**src/rtl/wb_port_arbiter.sv**
```systemverilog
// wb_port_arbiter: arbitrates the WB-stage regfile write port between the pipeline and a 2-entry aux result FIFO.
// Optional starvation limiter enabled by defining WB_ARB_STARVE_EN.
module wb_port_arbiter #(
    parameter int STARVE_LIMIT = 4
) (
    input  logic        clk,
    input  logic        rst_n,
    input  logic        pipe_valid_in,
    input  logic [3:0]  pipe_we_in,
    input  logic [4:0]  pipe_wnum_in,
    input  logic [31:0] pipe_wdata_in,
    input  logic [31:0] pipe_pc_in,
    output logic        pipe_stall_out,
    input  logic        aux_valid_in,
    output logic        aux_ready_out,
    input  logic [4:0]  aux_wnum_in,
    input  logic [31:0] aux_wdata_in,
    input  logic [31:0] aux_pc_in,
    input  logic        flush_in,
    output logic [3:0]  rf_we_out,
    output logic [4:0]  rf_wnum_out,
    output logic [31:0] rf_wdata_out,
    output logic [31:0] rf_pc_out,
    output logic        rf_src_out
);
    logic [4:0]  f_wnum  [2];
    logic [31:0] f_wdata [2];
    logic [31:0] f_pc    [2];
    logic        rd_ptr, wr_ptr;
    logic [1:0]  count;
    logic        pipe_need, nonempty, hazard, starve_hit, grant_aux, grant_pipe, push;

    assign aux_ready_out = count != 2'd2;
    assign nonempty      = count != 2'd0;
    assign pipe_need     = pipe_valid_in && pipe_we_in != 4'd0 && pipe_wnum_in != 5'd0;
    assign push          = aux_valid_in && aux_ready_out && !flush_in;

    // Only entries already stored are compared; a same-cycle push is seen next cycle.
    always_comb begin
        hazard = pipe_need && ((count == 2'd2 && (f_wnum[0] == pipe_wnum_in || f_wnum[1] == pipe_wnum_in))
                 || (count == 2'd1 && f_wnum[rd_ptr] == pipe_wnum_in));
        grant_aux      = !flush_in && nonempty && (hazard || starve_hit || !pipe_need);
        grant_pipe     = !flush_in && pipe_need && !grant_aux;
        pipe_stall_out = !flush_in && pipe_need && grant_aux;
    end

`ifdef WB_ARB_STARVE_EN
    localparam logic [3:0] LIMIT = 4'(STARVE_LIMIT);
    logic [3:0] starve_cnt;

    assign starve_hit = nonempty && starve_cnt == LIMIT;

    always_ff @(posedge clk) begin
        if (!rst_n || flush_in || !nonempty || grant_aux)
            starve_cnt <= 4'd0;
        else if (starve_cnt != LIMIT)
            starve_cnt <= starve_cnt + 4'd1;
    end
`else
    localparam logic [3:0] unused_limit = 4'(STARVE_LIMIT);
    assign starve_hit = 1'b0;
`endif

    always_ff @(posedge clk) begin
        if (!rst_n) begin
            rd_ptr <= 1'b0;
            wr_ptr <= 1'b0;
            count  <= 2'd0;
            for (int i = 0; i < 2; i++) begin
                f_wnum[i]  <= 5'd0;
                f_wdata[i] <= 32'd0;
                f_pc[i]    <= 32'd0;
            end
        end else if (flush_in) begin
            rd_ptr <= 1'b0;
            wr_ptr <= 1'b0;
            count  <= 2'd0;
        end else begin
            if (push) begin
                f_wnum[wr_ptr]  <= aux_wnum_in;
                f_wdata[wr_ptr] <= aux_wdata_in;
                f_pc[wr_ptr]    <= aux_pc_in;
                wr_ptr          <= ~wr_ptr;
            end
            if (grant_aux)
                rd_ptr <= ~rd_ptr;
            count <= count + {1'b0, push} - {1'b0, grant_aux};
        end
    end

    always_ff @(posedge clk) begin
        if (!rst_n) begin
            rf_we_out    <= 4'd0;
            rf_wnum_out  <= 5'd0;
            rf_wdata_out <= 32'd0;
            rf_pc_out    <= 32'd0;
            rf_src_out   <= 1'b0;
        end else if (grant_pipe) begin
            rf_we_out    <= pipe_we_in;
            rf_wnum_out  <= pipe_wnum_in;
            rf_wdata_out <= pipe_wdata_in;
            rf_pc_out    <= pipe_pc_in;
            rf_src_out   <= 1'b0;
        end else if (grant_aux) begin
            // Aux writes to r0 are drained from the FIFO but never reach the regfile.
            rf_we_out    <= f_wnum[rd_ptr] == 5'd0 ? 4'd0 : 4'hf;
            rf_wnum_out  <= f_wnum[rd_ptr];
            rf_wdata_out <= f_wdata[rd_ptr];
            rf_pc_out    <= f_pc[rd_ptr];
            rf_src_out   <= 1'b1;
        end else begin
            rf_we_out    <= 4'd0;
        end
    end
endmodule

```
**config.mk**
```make
export PLATFORM = sky130hd
export DESIGN_NAME = wb_port_arbiter
export DESIGN_NICKNAME = d
export VERILOG_FILES = /design/src/rtl/wb_port_arbiter.sv
export SDC_FILE = /design/constraint.sdc
export NUM_CORES = 1
export LEC_CHECK = 0
export CORE_ASPECT_RATIO = 1.5
export CORE_MARGIN = 2
export CORE_UTILIZATION = 45
export CTS_CLUSTER_SIZE = 40
export DETAILED_ROUTE_END_ITERATION = 7
export GPL_TIMING_DRIVEN = 0
export PLACE_DENSITY = 0.71
export SYNTH_ARGS = -nofsm -noshare
export SYNTH_HDL_FRONTEND = slang
export SYNTH_SLANG_ARGS = --single-unit
```
**constraint.sdc**
```tcl
create_clock -name clk -period 9.6 [get_ports clk]
set_input_delay 1.44 -clock clk [delete_from_list [all_inputs] [get_ports clk]]
set_output_delay 1.44 -clock clk [all_outputs]
set_load 0.1 [all_outputs]
```
# Word level (Yosys, flattened, before mapping)
# Memories as Yosys holds them, arrays and structs flattened. A register that Yosys moved wholly into a read port is not among the register bits.
# Cells that the tools add are included.
# W data, S select, Z words.
# classes
order_cmp	0
n_eq_ne	6
bitwise_logic	3
reduce_logical	28
n_mul	0
n_addsub	2
div	0
mux	29
shifts	0
# op_table
cell	count
$mux W32	6
$reduce_or A32 Y1	2
$mux W1	17
$eq A5 B5 Y1	3
$mux W5	3
$logic_and A1 B1 Y1	12
$mux W4	3
$logic_not A5 Y1	1
$reduce_bool A5 Y1	1
$reduce_or A5 Y1	1
$reduce_bool A2 Y1	2
$reduce_bool A4 Y1	1
$reduce_or A2 Y1	2
$logic_not A1 Y1	3
$logic_or A1 B1 Y1	3
$not A1 Y1	3
$add A2 B1 Y2	1
$eq A2 B1 Y1 const B	1
$eq A2 B2 Y1 const B	1
$ne A2 B2 Y1 const B	1
$sub A2 B1 Y2	1
# totals
regBits	78
input_bits	147
out_inout_bits	76
mem_count	3
latchBits	0
word_cells	79
mem_bits_rw	138
romBits	0
# memory_table
memory	words	word_bits	rd	rd_ports_with_merged_regs	write_ports	line_no	text
f_pc	2	32	1	1	2	28	logic [31:0] f_pc [2];
f_wdata	2	32	1	1	2	27	logic [31:0] f_wdata [2];
f_wnum	2	5	3	1	2	26	logic [4:0] f_wnum [2];

# Logic depth before layout (Yosys ltp)
# An unclocked memory read counts as a cell.
# logic_depth
depth_word	11
depth_mapped	13
depth_no_buf	11

# Worst setup path before layout
# No wires, ideal clock.
# synth_path
path_type	input port to flip-flop
start	input port aux_valid_in
end	memory f_pc[0][0] (enable)
cell_stages	4
path_slack_ps	2403
setup_ps	591
required_ps	9009
t_arrival_ps	6606
path_cell_list	nand2_1 -> nor2_1 -> inv_1 -> o21ai_0
# synth_rtl
item	line_no	text
start: declaration	14	input logic aux_valid_in,
end: declaration	28	

# Final worst setup path
# layout_path
start	input port pipe_wnum_in[4]
end	output port pipe_stall_out
# layout_between
elab_chain_len	8
word_cells_on_any_way	15
classes_between	eq/ne (3); reduce/logical (12)
# layout_lines
item	line_no	text
start: declaration	10	input logic [4:0] pipe_wnum_in,
$eq A5 B5 Y1	40	hazard = pipe_need && ((count == 2'd2 && (f_wnum[0] == pipe_wnum_in || f_wnum[1] == pipe_wnum_in))
$logic_or A1 B1 Y1	40	
$logic_and A1 B1 Y1	40	
$logic_or A1 B1 Y1	41	|| (count == 2'd1 && f_wnum[rd_ptr] == pipe_wnum_in));
$logic_and A1 B1 Y1	40	
$logic_or A1 B1 Y1	42	grant_aux = !flush_in && nonempty && (hazard || starve_hit || !pipe_need);
$logic_and A1 B1 Y1	42	
$logic_and A1 B1 Y1 (*)	44	pipe_stall_out = !flush_in && pipe_need && grant_aux;
end: declaration	13	output logic pipe_stall_out,
# Mark *: on every way between the ends. The rest lies on a longest branch, timed or not.

==> flow_metrics.env <==
export IMPL_post_route_util=0.609
export IMPL_worstReg2RegEnd="f_wdata[1][19]$_SDFFCE_PN0P_"
export IMPL_intPower_mw=1.63
export IMPL_synth_cells=844
export IMPL_grt_pass1_vias=7682
export IMPL_leakage_nw=4.67
export IMPL_cts_tree="yes"
export IMPL_syn_area_per_cell_um2=11.7
export IMPL_switching_share=0.279
export IMPL_cts_sinks=217
export IMPL_drc=0
export IMPL_cp_arrival_ns=4.34
export IMPL_place_area_mm2=0.0125
export IMPL_final_fill_count=1806
export IMPL_grt_usage=0.245
export IMPL_first_pass_iters=5
export IMPL_pwr_share_clk=0.350
export IMPL_hold_viol_final=0
export IMPL_min_from="rd_ptr$_SDFFE_PP0P_"
export IMPL_antenna_found_initial=1
export IMPL_detail_route_antenna_nets=0
export IMPL_grt_max_degree=40
export IMPL_stdcell_area_mm2=0.0132
export IMPL_synth_ff_type="edfxtp_1"
export IMPL_root_buffer="clkbuf_16"
export IMPL_port_buffer_count=216
export IMPL_syn_area_mm2=0.00988
export IMPL_pwr_share_seq=0.471
export IMPL_synth_area_top_cells="edfxtp_1 42%, dfxtp_1 16%, and2_1 8.9%"
export IMPL_wire_per_inst_um=21.2
export IMPL_num_vias=7505
export IMPL_clockBufferDepth=3
export IMPL_num_rows=66
export IMPL_pwr_share_comb=0.179
export IMPL_cpPeakStageDelay_ns=1.16
export IMPL_clock_latency_ns=0.51
export IMPL_fmax_ghz=0.173
export IMPL_fin_nets=1237
export IMPL_dp_hpwl_um=21000
export IMPL_initial_core_util=0.457
export IMPL_drv_cap=0
export IMPL_slew_violations=0
export IMPL_postCtsResizedCells=0
export IMPL_synth_nets=993
export IMPL_io_pins=223
export IMPL_post_cts_buffers=0
export IMPL_end_kind="primary output"
export IMPL_max_slew_margin=0.310
export IMPL_status="finished clean"
export IMPL_clkTransAtPathRegs_ns=0.06
export IMPL_cts_buffers=21
export IMPL_core_area_mm2=0.0216
export IMPL_rsz0062_at_grt="false"
export IMPL_power_density_mw_per_mm2=172
export IMPL_ctsHoldBuffers=0
export IMPL_dieHeight_um=185
export IMPL_synth_edf_count=138
export IMPL_reg2reg_slack_ns=6.42
export IMPL_worstPathCellList="clkbuf_1, xor2_1, nor4_1, a22oi_1, o21ai_2, buf_2, and3_1, clkdlybuf4s50_1"
export IMPL_dr_first_iter_drc_count=531
export IMPL_yosysWarningCount=0
export IMPL_gp_congestion=0.842
export IMPL_setup_viol=0
export IMPL_grt_ovfl_total=0
export IMPL_cts_htree_levels=1
export IMPL_dp_slack_ns=3.84
export IMPL_power_mw=2.26
export IMPL_synth_seq_cells=217
export IMPL_hp_class="flop to flop"
export IMPL_cp_data_required_time_ns=8.16
export IMPL_drive_gt1_frac=0.0945
export IMPL_hold_depth=2
export IMPL_worst_slew_pin_slew_ns=1.03
export IMPL_timing_final_crit_share=0.602
export IMPL_dieArea_mm2=0.0232
export IMPL_via_per_inst=5.46
export IMPL_switchingPower_uw=631
export IMPL_die_w_um=125
export IMPL_critPathLaunchType="primary input"
export IMPL_yosysUniqueCellTypes=42
export IMPL_synth_top_area_frac=0.419
export IMPL_seq_area_frac_synth=0.580
export IMPL_crit_type="primary input to primary output"
export IMPL_cp_max_fo=10
export IMPL_r2r_start="count[0]$_SDFF_PP0_"
export IMPL_whs_ns=0.481
export IMPL_grt_pass1_wl_um=43600
export IMPL_critPathSlowestCell="clkdlybuf4s50_1"
export IMPL_postSynth_asyncResetShare=0
export IMPL_synth_top_area_cell="edfxtp_1"
export IMPL_r2r_cells=8
export IMPL_vdd_drop_max_mv=0.121
export IMPL_fin_crit_ns=5.78
export IMPL_routed_wirelength_um=29200
export IMPL_setup_ws_ns=3.82
export IMPL_area_growth_pct=33.3
export IMPL_fin_skew_ns=0.0142
## cells by family (layout without fill, tap and decap cells)
logic type / after synthesis / after routing / share of synthesized area
flops: 217 / 217 / 0.580
mux: 73 / 73 / 0.0767
fa+ha+maj: 2 / 2 / 0.00253
simple gates: 309 / 309 / 0.179
xor+xnor: 18 / 18 / 0.0160
compound gates: 143 / 143 / 0.110
buf+inv: 82 / 339 / 0.0355
other cells: 0 / 1 / 0
## sequential cells by signal, indices dropped and copies added (netlist names), 2 cells and up, named ones only
| signal | flops |
|---|---|
| rf_wnum_out | 5 |
| rf_we_out | 4 |
| rf_pc_out | 32 |
| f_wdata | 64 |
| f_pc | 64 |
| count | 2 |
| f_wnum | 10 |
| rf_wdata_out | 32 |
## power by group through the flow
stage | Combinational (mW) | Clock [mW] | Sequential [mW]
after floorplan | 0.105 | 0 | 1.23
after global placement | 0.393 | 0 | 1.09
after detailed placement | 0.406 | 0 | 1.09
after CTS | 0.407 | 0.801 | 1.07
after global routing | 0.425 | 0.837 | 1.07
final | 0.406 | 0.792 | 1.07
## synth_stat cells, types with 2 or more instances
cell type and instances:
a211oi_1 27, a31o_2 4, a32o_1 10, and2_1 140, and3_1 22, buf_1 5
buf_2 13, buf_6 3, clkbuf_1 56, dfxtp_1 79, edfxtp_1 138, ha_1 2
inv_1 3, mux2_2 22, mux2i_1 51, nand2_1 26, nand2b_1 24, nand3_1 40
nand4_1 2, nor2_1 10, nor2b_1 2, nor3_1 18, nor4_1 2, o2111ai_1 20
o211ai_1 42, o21a_1 11, o21ai_0 20, or2_2 22, xnor2_1 2, xor2_1 16
## layout by cell type (no fill, tap or decap), types with 2 or more instances in the layout
cell             synthesis  routed
clkdlybuf4s50_1          0     216
and2_1                 140     140
edfxtp_1               138     138
dfxtp_1                 79      79
clkbuf_1                56      62
mux2i_1                 51      51
o211ai_1                42      42
nand3_1                 40      40
a211oi_1                27      27
nand2_1                 26      26
nand2b_1                24      23
mux2_2                  22      22
and3_1                  22      22
or2_2                   22      22
clkbuf_16                0      21
o2111ai_1               20      20
o21ai_0                 20      19
nor3_1                  18      18
xor2_1                  16      16
buf_2                   13      13
o21a_1                  11      11
nor2_1                  10      10
a32o_1                  10      10
buf_1                    5       5
a31o_2                   4       4
buf_16                   0       4
inv_1                    3       3
buf_6                    3       3
clkinv_1                 0       3
nand4_1                  2       2
xnor2_1                  2       2
nor4_1                   2       2
nor2b_1                  2       2
ha_1                     2       2
clkbuf_8                 0       2
## worst max-delay path: cells and delay by family
| family | cells | cell delay (ns) |
|---|---|---|
| simple gates | 2 | 0.52 |
| buf+inv | 3 | 1.80 |
| xor+xnor | 1 | 0.14 |
| compound gates | 2 | 0.43 |
## how the worst max path moves through the flow
stage	start	to	slack [ns]	cells after the start
4_1_cts	pipe_wnum_in[1]	pipe_stall_out	3.83	7
3_3_place_gp	aux_valid_in	f_wdata[0][5]$_SDFFCE_PN0P_	-1.52	5
5_1_grt	pipe_wnum_in[4]	pipe_stall_out	3.67	8
2_1_floorplan	aux_valid_in	f_pc[0][0]$_SDFFCE_PN0P_	2.40	4
3_5_place_dp	pipe_wnum_in[1]	pipe_stall_out	3.84	7
6_report	pipe_wnum_in[4]	pipe_stall_out	3.82	8
## stage by stage
stage / std cells / TNS [ns]
after floorplan: 844 / 0
after global placement: 1332 / -104.84
after detailed placement: 1337 / 0
after CTS: 1373 / 0
after global routing: 1373 / 0
final: 1374 / 0
## layer usage
metal	GRT usage	vias to the layer above	part of all wire
met5	0	-	0
met4	0.0684	0	0.023
met3	0.0451	43	0.062
met2	0.463	249	0.53
met1	0.283	3646	0.38
li1	-	3567	-
## area by class of cell
| cell class | instances | area (um2) | share of cell area |
|---|---|---|---|
| diodes | 1 | 2.50 | 0.000190 |
| inverters | 4 | 15.0 | 0.00114 |
| flip-flops and latches | 217 | 5730 | 0.435 |
| plain buffers | 78 | 335 | 0.0255 |
| clock buffers | 29 | 576 | 0.0437 |
| repair buffers | 221 | 2290 | 0.174 |
| well taps | 272 | 340 | 0.0258 |
| multi-input cells | 545 | 3820 | 0.290 |
| clock inverters | 7 | 62.6 | 0.00475 |
(Power assumes the default switching activity.)
